--- config.mk ---
export PLATFORM = sky130hd
export DESIGN_NAME = seq_stim_tx
export DESIGN_NICKNAME = d
export VERILOG_FILES = /design/src/rtl/seq_stim_tx.sv
export SDC_FILE = /design/constraint.sdc
export NUM_CORES = 1
export LEC_CHECK = 0
export BUFFER_PORTS_ARGS = -buffer_cell sky130_fd_sc_hd__buf_2
export CORE_UTILIZATION = 40
export DETAILED_ROUTE_END_ITERATION = 12
export PLACE_DENSITY_LB_ADDON = 0.15
export SYNTH_ARGS = -nofsm -noshare
export SYNTH_HDL_FRONTEND = slang
export SYNTH_SLANG_ARGS = --single-unit
--- constraint.sdc ---
create_clock -name clk -period 4.15 [get_ports clk]
set_clock_uncertainty 0.05 [all_clocks]
set_input_delay 0.2075 -clock clk [delete_from_list [all_inputs] [get_ports clk]]
set_output_delay 0.2075 -clock clk [all_outputs]
set_load 0.01 [all_outputs]
--- src/rtl/seq_stim_tx.sv ---
// Serial transmitter for the single-bit "A" link: shifts WIDTH-bit words out LSB-first and
// mirrors the phase/parity receiver so y_exp tracks the Y the receiver must show.
module seq_stim_tx #(
  parameter int unsigned WIDTH    = 8,
  parameter logic        IDLE_BIT = 1'b0
) (
  input  logic             clk,
  input  logic             rst_n,
  input  logic             in_valid_i,
  output logic             in_ready_o,
  input  logic [WIDTH-1:0] in_data_i,
  output logic             a_out_o,
  output logic             a_valid_o,
  output logic             last_o,
  output logic             done_o,
  output logic             y_exp_o
);

  // Guarded so an illegal WIDTH reaches the check below instead of a zero-width counter.
  localparam int unsigned CntW = (WIDTH > 2) ? $clog2(WIDTH) : 1;

  if (WIDTH < 2 || WIDTH > 32) begin : g_width_check
    $error("seq_stim_tx: WIDTH must be in 2..32");
  end

  typedef enum logic [0:0] {StIdle, StShift} state_e;

  state_e            state_q, state_d;
  logic [CntW-1:0]   cnt_q, cnt_d;
  logic [WIDTH-1:0]  shreg_q, shreg_d;
  logic              a_out_q, a_out_d;
  logic              a_valid_q, a_valid_d;
  logic              last_q, last_d;
  logic              done_q, done_d;
  logic              q0m_q, q1m_q;
  logic              final_bit;
  logic              accept;

  assign final_bit  = (state_q == StShift) && (cnt_q == '0);
  assign in_ready_o = (state_q == StIdle) || final_bit;
  assign accept     = in_valid_i && in_ready_o;

  always_comb begin
    state_d   = state_q;
    cnt_d     = cnt_q;
    shreg_d   = shreg_q;
    a_out_d   = a_out_q;
    a_valid_d = a_valid_q;
    last_d    = last_q;
    done_d    = final_bit;

    if (accept) begin
      // Same load path from IDLE and from the final bit, which gives gapless back-to-back words.
      state_d   = StShift;
      a_out_d   = in_data_i[0];
      shreg_d   = in_data_i >> 1;
      cnt_d     = CntW'(WIDTH - 1);
      a_valid_d = 1'b1;
      last_d    = 1'b0;
    end else if (state_q == StShift) begin
      if (cnt_q != '0) begin
        a_out_d = shreg_q[0];
        shreg_d = shreg_q >> 1;
        cnt_d   = cnt_q - CntW'(1);
        last_d  = (cnt_q == CntW'(1));
      end else begin
        state_d   = StIdle;
        a_out_d   = IDLE_BIT;
        a_valid_d = 1'b0;
        last_d    = 1'b0;
      end
    end
  end

  always_ff @(posedge clk or negedge rst_n) begin
    if (!rst_n) begin
      state_q   <= StIdle;
      cnt_q     <= '0;
      shreg_q   <= '0;
      a_out_q   <= IDLE_BIT;
      a_valid_q <= 1'b0;
      last_q    <= 1'b0;
      done_q    <= 1'b0;
    end else begin
      state_q   <= state_d;
      cnt_q     <= cnt_d;
      shreg_q   <= shreg_d;
      a_out_q   <= a_out_d;
      a_valid_q <= a_valid_d;
      last_q    <= last_d;
      done_q    <= done_d;
    end
  end

  // Receiver mirror runs every cycle, idle or not, exactly like the real receiver.
  always_ff @(posedge clk or negedge rst_n) begin
    if (!rst_n) begin
      q0m_q <= 1'b0;
      q1m_q <= 1'b0;
    end else begin
      q0m_q <= ~q0m_q;
      q1m_q <= a_out_q ^ q1m_q ^ q0m_q;
    end
  end

  assign a_out_o   = a_out_q;
  assign a_valid_o = a_valid_q;
  assign last_o    = last_q;
  assign done_o    = done_q;
  assign y_exp_o   = q0m_q & q1m_q;

endmodule

==> key figures <==
Finish
  – Fraction of layout instances using a drive strength above 1: 0.3837
  – Most common cell after layout, fill and taps aside: dfrtp_1
  – Nets: 101
  – Final Cell Area: 929.6 µm²
  – Fill cell total of the finished layout: 204
  – Area growth syn-to-layout: 11.39%
  – Most frequent cells in the layout: dfrtp_1 (17), buf_2 (16), mux2i_1 (7), nand2_2 (6), o21ai_2 (6)
  – Antenna cell count: 0

Setup path
  – R2R depth: 6
  – CP Data Required Time: 3890 ps
  – Reg2reg start: cnt_q[0]
  – Crit path DAT: 1880 ps
  – Flop2flop setup slack: 2340 ps
  – Worst reg2reg path endpoint: a_valid_o
  – Kind of critical path: register to output port
  – Startpoint types: register
  – Worst-path fanout max: 17
  – Crit. End Element: output port

Floorplanning
  – Top Ports: 17
  – DIE AREA: 2273 µm²
  – Row count: 16
  – Die span in x: 47.68 µm
  – Initial Utilization: 0.4254
  – Core Area: 1962 µm²
  – Die H: 47.68 µm

Hold path
  – Hold Startpoint: in_data_i[0]
  – Hold path cells: 3
  – WHS Endpoint: a_out_o
  – Hold Crit Class: input pin to register

GRT
  – Largest net degree at the start of global routing: 18
  – Total congestion overflow: 0
  – Initial antenna violation count: 0
  – Total global-route track usage: 0.1275
  – Vias in the first global route: 466
  – First-pass GRT wire length: 1.938 mm

Detailed routing
  – Wirelength per Cell: 11.29 µm
  – Vias: 540
  – Total wire length: 1.276 mm
  – DR pass1 iterations: 4
  – DR vias/cell: 4.779
  – Post-DRT Antenna Nets: 0
  – Starting DRC count in detailed routing: 8
  – DRC violations left: 0

Synthesis
  – Yosys cell types: 23
  – Synth area leaders: dfrtp_1 (51%), mux2i_1 (8.4%), o21ai_2 (6.3%)
  – Net count after synthesis: 83
  – Synth area leader: dfrtp_1
  – Synth warn: 0
  – Share of the synthesized area in the top cell type: 0.5097
  – Mapped Area: 834.6 µm²
  – Syn Inst Count: 69
  – Seq/Total Area, Yosys: 0.5097
  – #FFs+latches synth: 17
  – Syn_area_per_cell: 12.09 µm²

Clocking
  – Total CTS buffers: 3
  – Sinks on Clock Net: 17
  – CTS tree: yes
  – Clk buf depth: 2
  – H-tree Lvls: 1
  – Root buf cell: clkbuf_4
  – Worst skew pair latency: 280 ps
  – Worst-path clk slew: 100 ps

Timing
  – Final Max Slew Viols: 0
  – Fin Setup TNS: 0 ps
  – Period utilisation layout: 0.5152
  – RSZ-0062 raised after global routing: no
  – Final min period: 2138 ps
  – Setup violators final: 0
  – Least-Margin Pin Slew: 573.0 ps
  – Peak Freq: 467.7 MHz
  – Hold Fails Final Rpt: 0
  – Relative slew margins: 0.6172

Placed design
  – Gpl congestion: 0.7229
  – Port buffer count: 16
  – Dpl cell area: 893.4 µm²

Run status
  – Outcome: finished, final reports clean

Run
  – Max-cap check violation count: 0

Pwr
  – Total leakage power: 0.4767 nW
  – Peak supply drop: 0.0003132 V
  – Power per cell area: 673.7 nW/µm²
## cell usage after synthesis
| library cell | instances |
|---|---|
| inv_6 | 1 |
| nor2_1 | 3 |
| o21ai_2 | 6 |
| a21oi_1 | 1 |
| xnor2_1 | 2 |
| nand2_2 | 6 |
| nand2_1 | 1 |
| o21ai_0 | 4 |
| buf_12 | 2 |
| dfrtp_1 | 17 |
| o22a_1 | 1 |
| and2_1 | 2 |
| a22oi_1 | 1 |
| buf_4 | 2 |
| nor2b_4 | 1 |
| nand2b_1 | 1 |
| a32o_1 | 1 |
| mux2i_1 | 7 |
| nor2b_1 | 1 |
| inv_1 | 4 |
| nand3_1 | 1 |
| ha_1 | 3 |
| nor3_1 | 1 |
## stage by stage
stage	hold WS (ps)	power [mW]	utilization	std cells	setup WS [ps]
2_1_floorplan	-138.1	0.5295	-	69	2680
3_3_place_gp	100.3	0.5446	0.4554	108	2340
3_5_place_dp	100.1	0.5506	0.4554	108	2293
4_1_cts	97.05	0.6391	0.4739	113	1969
5_1_grt	107.4	0.6815	0.4739	113	1848
6_report	112.6	0.6263	0.4739	113	2012
## metal layers
metal	vias to the layer above	global-route usage	share of wire
met4	0	0.08333	0.0078
li1	271	-	-
met1	255	0.1639	0.48
met2	12	0.1973	0.47
met5	-	0	0
met3	2	0.02264	0.036
## sequential cells by signal, summed over array words and instances, names as in the netlist
| signal | cells |
|---|---|
| done_o | 1 |
| a_valid_o | 1 |
| a_out_o | 1 |
| cnt_q | 3 |
| state_q | 1 |
| q0m_q | 1 |
| last_o | 1 |
| shreg_q | 7 |
| q1m_q | 1 |
## cell families (layout without fill, tap and decap cells)
logic type	after synthesis	after routing	share of synthesized area
compound gates	14	14	0.1244
xor+xnor	2	2	0.02099
fa+ha+maj	3	3	0.04498
buf+inv	9	26	0.09445
flops	17	17	0.5097
mux	7	7	0.08396
simple gates	17	17	0.1214
## final cells by class
cell class	instances	area [µm²]	area share
clock buffer	4	26.28	0.02826
inverter	5	23.77	0.02557
multi-input combinational	43	330.3	0.3553
sequential	17	425.4	0.4576
tap	27	33.78	0.03634
timing repair buffer	17	90.09	0.09690
## timing repair
| action | 4_1_cts | 5_1_grt |
|---|---|---|
| hold endpoints to repair | 17 | 0 |
| hold buffers | 1 | 0 |
| setup buffers | 0 | 0 |
| resized for setup | 0 | 0 |
## how the worst max path moves through the flow
stage	start	end	slack [ps]
3_5_place_dp	cnt_q[0]	in_ready_o	2290
4_1_cts	cnt_q[0]	in_ready_o	1970
2_1_floorplan	cnt_q[0]	a_valid_o	2680
5_1_grt	cnt_q[0]	in_ready_o	1850
3_3_place_gp	cnt_q[0]	in_ready_o	2340
6_report	cnt_q[0]	in_ready_o	2010
## critical path: stages, from the launching register on
cell and delay, ps:
dfrtp_1 400, inv_1 60, ha_1 190, ha_1 220
nor2b_4 490, inv_6 70, buf_2 160
## where the power goes
part | switching, mW | total (mW) | internal, mW
clock | 0.0478 | 0.0850 | 0.0372
sequential | 0.0414 | 0.273 | 0.231
combinational | 0.151 | 0.268 | 0.117
total | 0.241 | 0.626 | 0.386
No activity file was read; power rests on OpenSTA's default activity.
